<file path="src/rtl/clkgen_pkg.sv">
// Shared constants for the integer clock divider: the divide ratio and the
// width of the counter that walks one output period.
package clkgen_pkg;

    // Returns 0 for a zero output frequency so the caller can reject it cleanly.
    function automatic int div_ratio(input longint in_freq, input longint out_freq);
        if (out_freq == 0) begin
            return 0;
        end
        return int'(in_freq / out_freq);
    endfunction

    function automatic int cnt_width(input int n);
        int w;
        w = $clog2(n);
        return (w < 1) ? 1 : w;
    endfunction

endpackage : clkgen_pkg

</file>
<file path="src/rtl/clkgen.sv">
// Integer clock divider: out is low for floor(N/2) input cycles and then high
// for the remainder of each N-cycle period, always driven from a flop.
module clkgen
    import clkgen_pkg::*;
#(
    parameter int IN_FREQ  = 100000000,
    parameter int OUT_FREQ = 1000000
) (
    input  logic in,
    input  logic reset,
    output logic out
);

    localparam int N = div_ratio(IN_FREQ, OUT_FREQ);
    localparam int W = cnt_width(N);
    localparam logic [W-1:0] LAST = W'(N - 1);
    localparam logic [W-1:0] LOW  = W'(N / 2);

    if (OUT_FREQ == 0 || N < 2) begin : g_bad_ratio
        $error("clkgen: IN_FREQ/OUT_FREQ must give a divide ratio of at least 2");
    end

    logic [W-1:0] cnt_q, cnt_d;
    logic         out_q, out_d;

    // The output level is decided from the next count so both flops agree on
    // the same edge; the low phase is the shorter one when N is odd.
    always_comb begin
        cnt_d = cnt_q + W'(1);
        if (cnt_q == LAST) begin
            cnt_d = '0;
        end
        out_d = (cnt_d >= LOW);
    end

    always_ff @(posedge in or negedge reset) begin
        if (!reset) begin
            cnt_q <= '0;
            out_q <= 1'b0;
        end else begin
            cnt_q <= cnt_d;
            out_q <= out_d;
        end
    end

    assign out = out_q;

endmodule : clkgen

</file>
<file path="config.mk">
export PLATFORM = sky130hd
export DESIGN_NAME = clkgen
export DESIGN_NICKNAME = d
export VERILOG_FILES = /design/src/rtl/clkgen_pkg.sv /design/src/rtl/clkgen.sv
export SDC_FILE = /design/constraint.sdc
export NUM_CORES = 1
export LEC_CHECK = 0
export BUFFER_PORTS_ARGS = -buffer_cell sky130_fd_sc_hd__buf_2
export CORE_AREA = 8 8 45 47
export CTS_CLUSTER_DIAMETER = 30
export DETAILED_ROUTE_END_ITERATION = 7
export DIE_AREA = 0 0 53 55
export PLACE_DENSITY_LB_ADDON = 0.15
export SETUP_SLACK_MARGIN = 0.05
export SLEW_MARGIN = 40
export SYNTH_ARGS = -nofsm -noshare
export SYNTH_HDL_FRONTEND = slang
export SYNTH_SLANG_ARGS = --single-unit
export TNS_END_PERCENT = 50
</file>
<file path="constraint.sdc">
create_clock -name in -period 4.3 [get_ports in]
set_clock_uncertainty 0.05 [all_clocks]
set_input_delay 0.215 -clock in [delete_from_list [all_inputs] [get_ports in]]
set_output_delay 0.215 -clock in [all_outputs]
set_load 0.005 [all_outputs]
</file>
**Word level (Yosys, flattened, before mapping)**

Index checks and enable logic that the tools add are counted.

- Register bits after elaboration: 8
- Output and inout bits: 1
- Word-level logic and storage cells: 6

- Add/sub/neg operators: 1
- Order comparisons: 1
- Equality and inequality tests: 1
- Multiplexer cells: 1

Operators with widths:

| operator | number |
|---|---|
| adder 7 x 1 -> 7 bit (second input constant) | 1 |
| == test 7 bit (second input constant) | 1 |
| >= comparator 7 x 6 -> 1 bit (second input constant) | 1 |
| 2-to-1 mux 7 bit | 1 |

**Longest topological paths before layout**

Gate-level depths: netlist of the first run.

- Depth after elaboration: 3
- Mapped depth: 6
- Depth with buffers taken out: 6

**Worst setup path after synthesis of the first run**

No wires, ideal clock.

- Kind: register to register
- Start point: register cnt_q[0]
- End point: register out_q (netlist: out)
- Library setup time: 0.118 ns
- Arrival time: 1.317 ns
- Data required time: 4.132 ns
- Setup slack: 2.815 ns
- Stages on the path, launching flop included: 6
- Clock period less this slack: 1.485 ns
- Cell sequence: dfrtp_1 > ha_1 > nand2_2 > o31a_1 > o221a_1 > a21o_1

- Word-level cells in the longest chain between the ends: 3

RTL lines:

| element | RTL line | text |
|---|---|---|
| from (decl) | clkgen.sv:23 | `logic [W-1:0] cnt_q, cnt_d;` |
| from (signal assigned) | clkgen.sv:41 | `cnt_q <= cnt_d;` |
| adder 7 x 1 -> 7 bit / == test 7 bit (equally long branches) | clkgen.sv:29, clkgen.sv:30 |  |
| 2-to-1 mux 7 bit (*) | clkgen.sv:30 | `if (cnt_q == LAST) begin` |
| via cnt_d[6] | clkgen.sv:23 |  |
| >= comparator 7 x 6 -> 1 bit (*) | clkgen.sv:33 | `out_d = (cnt_d >= LOW);` |
| via out_d | clkgen.sv:24 | `logic out_q, out_d;` |
| to (signal assigned) | clkgen.sv:42 | `out_q <= out_d;` |
| to (decl) | clkgen.sv:24 |  |

The timed path passes the listed nets; every way through them passes the cells marked *.

**Worst setup path after layout of the first run**

Same ends and word-level chain as after synthesis.

==> reports/metrics.csv, run 1 <==
metric;value;unit
grt_use_total;0.0671;
clkPwrFrac;0.415;
synth_area_leaders;dfrtp_1, ha_1, nand3_1, buf_4, nand4b_1;
yosys-top-cells-count;dfrtp_1, nand3_1, inv_1;
m1WireLength;378;um
grt_pass1_wl;1420;um
path_cells;ha_1 -> nand2_2 -> o31a_1 -> o221a_1 -> a21o_1;
wl;781;um
nets;55;
crit_required;4.39;ns
synth_cell_type_count;22;
async_flop_share;1.00;
cts.sinks;8;
fin_area;489;um2
ir_drop;117;uV
grt_pass1_vias;327;
seq_power_share;0.566;
io_buffer_count;2;
root_buffer;clkbuf_4;
leakagePower;0.000204;uW
wl_met2;377;um
synth_top_family_by_area;simple AND/OR/NAND/NOR gates;
p_switching;25.0;uW
drc_errors;0;
highest_layer;met3;
dpl_cell_area;457;um2
run_status;finished clean;
rows;14;
cts_buffers;3;
yosys.area_share.adder;0.0557;
wl_met3;25;um
core;1380;um2
p_int;108;uW
synthMuxAreaShare;0;
sw_frac_of_total;0.188;
synth_area;449;um2
cts.clk_slew.worst_paths;0.05;ns
crit_type;register to register;
drt-pass1-iter-count;4;
synthSimpleGateAreaFrac;0.251;
grt_antenna_before_repair;0;
syn-instance-count;46;
start_kind;register;
grt_max_degree;10;
fin_crit;1.63;ns
slowest_delay;0.41;ns
postCtsSetupBuffers;0;
vias;346;
max_slew_margin;0.730;
cp_slowest_cell;dfrtp_1;
gp_congestion;0.861;
setup_viol_count_final;0;
drive_gt1_frac;0.122;
synth_enable_flop_cells;0;
mappedNetlistNets;50;
hold_viol;0;
synth_xor_xnor_area_share;0.0390;
cts_hold_buf;1;
cts_buffer_depth;2;
synth.avg_cell_area;9.76;um2
synth-seq-area-share;0.446;
grt_overflow_total;0;
io_pins;3;
dieArea;2920;um2
power.density;272;nW/um2
worstHoldPathType;primary input to async pin;
maxSlewViolCount;0;
cts_tree;yes;
synth-seq-cells;8;
worstMarginPinSlew;0.399;ns
ant_nets;0;
synth-main-ff-cell;dfrtp_1;
rsz0062_at_grt;false;
finalCritPeriodShare;0.379;
dp_hpwl;598;um
cpLargestDelayFamily;compound AO/OA/AOI/OAI gates;
path_max_fanout;8;
yosys_warnings;0;
wl_per_cell;12.0;um
initial_core_util;0.325;
crit_path_end_kind;register;
clock_latency;0.25;ns
combinationalPowerShare;0.018;
finalSetupTns;0;ns
max_cap_violations;0;
synth_most_common_cell;dfrtp_1;
dr.first_iter.drc_count;6;
antenna_cells;0;
path_buf_inv;0;
cp.arrival;1.72;ns
area_growth;8.91;%
die_w;53;um
die_h;55;um
routed_via_density;5.32;
ctsHtreeMaxLevel;1;
synth_compound_area_frac;0.125;
timing.fmax;614;MHz
synth_area_leader_cell;dfrtp_1;
ctsResizeCount;0;
yosysTopAreaCellShare;0.446;
-- stage by stage --
step	worst slack (ns)	utilization	hold slack, ns	std cells	power (uW)
4_1_cts	2.67	0.354	0.293	65	137
6_report	2.67	0.354	0.290	65	133
3_5_place_dp	2.67	0.330	0.0193	61	78.6
3_3_place_gp	2.71	0.330	0.0149	61	78.5
5_1_grt	2.54	0.354	0.303	65	142
2_1_floorplan	2.81	-	-0.131	46	76.7
-- power by group through the flow --
stage	combinational, uW	sequential [uW]	clock (uW)
detailed placement	1.91	76.7	0
finish	2.45	75.4	55.3
global route	2.85	75.2	64.4
floorplan	0.0000925	76.7	0
global placement	1.83	76.7	0
CTS	2.62	75.3	58.9
-- final cells by class --
class | count | area [um2]
Timing Repair Buffer | 3 | 20.0
Tap cell | 16 | 20.0
Clock buffer | 3 | 22.5
Fill cell | 156 | 895
Inverter | 4 | 15.0
Sequential cell | 8 | 200
Multi-Input combinational cell | 31 | 211
-- state kept, by name, indices dropped and copies added (netlist names) --
register,flops
out,1
cnt_q,7
-- metal layers --
metal,GRT usage,up-vias
li1,-,174
met1,0.0805,169
met2,0.102,3
met3,0.0321,0
met4,0.0259,0
met5,0,-
-- worst paths after layout --
kind                               startpoint                  to  slack (ns)  depth (start not counted)
max in group asynchronous               reset  cnt_q[3]$_DFF_PN0_        3.74                          2
min                                     reset  cnt_q[2]$_DFF_PN0_        0.29                          2
max                        cnt_q[0]$_DFF_PN0_       out$_DFF_PN0_        2.67                          5
min reg2reg                cnt_q[0]$_DFF_PN0_  cnt_q[0]$_DFF_PN0_        0.47                          1
max reg2reg                cnt_q[0]$_DFF_PN0_       out$_DFF_PN0_        2.67                          5
min in group in            cnt_q[0]$_DFF_PN0_  cnt_q[0]$_DFF_PN0_        0.47                          1
-- cell families (layout without fill, tap and decap cells) --
family / after synthesis / after routing
AO/OA/AOI/OAI: 7 / 7
XOR/XNOR: 2 / 2
adder cells (fa/ha/maj): 2 / 2
buffers and inverters: 7 / 10
flip-flops: 8 / 8
AND/OR/NAND/NOR: 20 / 20
-- cell usage in the layout, fill, tap and decap left out --
master / instances
nor4_1: 1
o221a_1: 1
o31a_1: 1
nand2_2: 1
or4_1: 1
dlygate4sd3_1: 1
nand4b_1: 2
o21ai_0: 1
buf_2: 2
a21o_1: 1
a41o_1: 1
nand2_1: 3
o311ai_1: 1
nor2_1: 2
nand2b_1: 2
clkbuf_4: 3
or3_1: 2
inv_1: 4
nand4_1: 1
xnor2_1: 2
a21oi_1: 1
ha_1: 2
dfrtp_1: 8
nand3_1: 5
Note: power is estimated with default switching activity, not from simulation.
==> run 2: changes to the inputs <==
- ABC_AREA: not set -> 1
- clock period: 4.3 -> 1.5 ns (I/O delays scaled with it)
==> run 2 against run 1 <==
Effect of this change:
- cell count rose by 18%
- power rose to 2.9 times the previous value
- setup slack got worse by 2.5 ns
- core utilization rose by 4.7 points
- critical endpoint unchanged
==> reports/metrics.csv, run 2 <==
metric;value;unit;change
run_status;finished clean;;
cts.clk_slew.worst_paths;0.06;ns;about the same
area_growth;33.0;%;
crit_path_end_kind;register;;
synth_area_leaders;dfrtp_1, nand2_1, inv_1, ha_1, nor2_2;;
path_buf_inv;3;;+3
gp_congestion;0.697;;-19%
ir_drop;418;uV;+260%
cpMostUsedCell;nand3_1;;
layout_common_cells;nand2_1, inv_1, dfrtp_1, nor2_2;;
leakagePower;0.000274;uW;+34%
synth_top_family_by_area;simple AND/OR/NAND/NOR gates;;
dp_hpwl;590;um;-1.3%
cts_buffer_depth;2;;unchanged
synthSimpleGateAreaFrac;0.312;;+0.0616
dr.first_iter.drc_count;3;;-3
core;1380;um2;unchanged
cpLargestDelayFamily;flip-flops;;
p_switching;74.9;uW;+200%
mappedNetlistNets;55;;+10%
cts_buffers;3;;unchanged
synth_area_leader_cell;dfrtp_1;;
largest_reg_flops;7;;unchanged
syn-instance-count;51;;+11%
path_max_fanout;3;;-5
hold_viol;0;;unchanged
grt_pass1_vias;351;;+7.3%
routed_via_density;4.42;;-17%
clkPwrFrac;0.420;;+0.005
wl_per_cell;10.2;um;-15%
synth_cell_type_count;12;;-45%
die_h;55;um;unchanged
crit_type;register to register;;
dieArea;2920;um2;unchanged
synth-main-ff-cell;dfrtp_1;;
synth-seq-area-share;0.480;;+0.0348
rows;14;;unchanged
drive_gt1_frac;0.361;;+0.238
fin_crit;1.33;ns;-0.296 ns
synth_xor_xnor_area_share;0.0210;;-0.0180
max_cap_violations;0;;unchanged
grt_max_degree;9;;-1
worstMarginPinSlew;0.249;ns;-0.150 ns
drt-pass1-iter-count;4;;unchanged
crit_required;1.59;ns;-2.80 ns
cts_tree;yes;;
synth_most_common_cell;nand2_1;;
combinationalPowerShare;0.019;;about the same
io_buffer_count;2;;unchanged
rsz0062_at_grt;false;;
start_kind;register;;
drc_errors;0;;unchanged
slowest_delay;0.40;ns;about the same
synth_enable_flop_cells;0;;unchanged
synth_compound_area_frac;0.0270;;-0.0983
grt_antenna_before_repair;0;;unchanged
synth-seq-cells;8;;unchanged
worstHoldPathType;primary input to async pin;;
timing.fmax;750;MHz;+22%
sw_frac_of_total;0.195;;+0.00669
die_w;53;um;unchanged
yosys-top-cells-count;nand2_1, inv_1, dfrtp_1;;
io_pins;3;;unchanged
clock_latency;0.25;ns;about the same
wl;786;um;+0.64%
root_buffer;clkbuf_4;;
p_int;310;uW;+190%
final_common_cell;nand2_1;;
finalSetupTns;0;ns;unchanged
cts.sinks;8;;unchanged
ctsHtreeMaxLevel;1;;unchanged
grt_overflow_total;0;;unchanged
synth_area;417;um2;-7.2%
grt_use_total;0.0665;;-0.000623
vias;340;;-1.7%
async_flop_share;1.00;;unchanged
seq_power_share;0.561;;-0.005
maxSlewViolCount;0;;unchanged
yosys_warnings;0;;unchanged
final_core_util;0.401;;+0.0470
largest-register;cnt_q;;
power.density;694;nW/um2;+160%
nets;67;;+22%
cp.arrival;1.42;ns;-0.30 ns
max_slew_margin;0.834;;+0.104
path_cells;buf_6 -> inv_1 -> ha_4 -> inv_2 -> nor2_2 -> nand3_1 -> nand3_1 -> nand2_1;;
synthMuxAreaShare;0;;unchanged
grt_pass1_wl;1430;um;+0.49%
ant_nets;0;;unchanged
initial_core_util;0.301;;-0.0235
synth.avg_cell_area;8.17;um2;-16%
yosys.area_share.adder;0.0601;;+0.00435
finalCritPeriodShare;0.889;;+0.510
yosysTopAreaCellShare;0.480;;+0.0348
setup_viol_count_final;0;;unchanged
antenna_cells;0;;unchanged
cp_slowest_cell;dfrtp_1;;
run 2: cell count changes after synthesis, moves of 3 or more:
| cell | change |
|---|---|
| inv_1 | +7 |
| buf_4 | -3 |
| nor2_2 | +4 |
| nand2_1 | +10 |
run 2: cell type report:
class / count / area [um2]
Clock buffer: 3 / 22.5
Fill cell: 160 / 830
Inverter: 11 / 41.3
Multi-Input combinational cell: 32 / 213
Sequential cell: 8 / 200
Tap cell: 16 / 20.0
Timing Repair Buffer: 7 / 57.6
run 2: final timing paths:
path,from,to,slack (ns),depth (start not counted)
worst max register to register,cnt_q[1]$_DFF_PN0_,out$_DFF_PN0_,0.17,8
max in group asynchronous,reset,cnt_q[6]$_DFF_PN0_,1.08,2
worst max-delay path,cnt_q[1]$_DFF_PN0_,out$_DFF_PN0_,0.17,8
worst min-delay path,reset,cnt_q[1]$_DFF_PN0_,0.15,2
worst min register to register,cnt_q[6]$_DFF_PN0_,cnt_q[6]$_DFF_PN0_,0.48,2
min in group in,cnt_q[6]$_DFF_PN0_,cnt_q[6]$_DFF_PN0_,0.48,2
run 2: routing by layer:
metal  global-route usage  vias up  part of all wire
met3               0.0160        2             0.022
met5                    0        -                 0
met1               0.0710      163              0.48
li1                     -      174                 -
met4               0.0517        0             0.015
met2                0.111        1              0.48
run 2: through the flow:
step	hold slack, ns	std cells	power, uW	area [um2]	worst slack (ns)
2_1_floorplan	-0.271	51	220	417	0.207
3_3_place_gp	-0.123	71	225	462	0.172
3_5_place_dp	-0.117	71	225	462	0.149
4_1_cts	0.147	75	392	494	0.137
5_1_grt	0.161	77	402	554	0.0488
6_report	0.147	77	385	554	0.167
run 2: timing repair:
| item | CTS | global route |
|---|---|---|
| setup buffers | 0 | 2 |
| endpoints found under the setup margin | 0 | 1 |
| gates resized for setup | 0 | 10 |
| hold buffers | 1 | 0 |
| hold endpoints to repair | 8 | 0 |
run 2: kinds of logic (layout without fill, tap and decap cells):
logic type                 after synthesis  in the layout
and+or+nand+nor                         27             27
DFF                                      8              8
buffers and inverters                   11             21
xor gates and xnor gates                 1              1
AOI/OAI and AO/OA                        2              2
adders and majority gates                2              2
run 2: power groups by stage:
stage	clock [uW]	sequential [uW]	combinational, uW
2_1_floorplan	0	220	0.000124
3_3_place_gp	0	220	5.36
3_5_place_dp	0	220	5.68
4_1_cts	168	216	7.63
5_1_grt	178	216	8.37
6_report	162	216	7.15
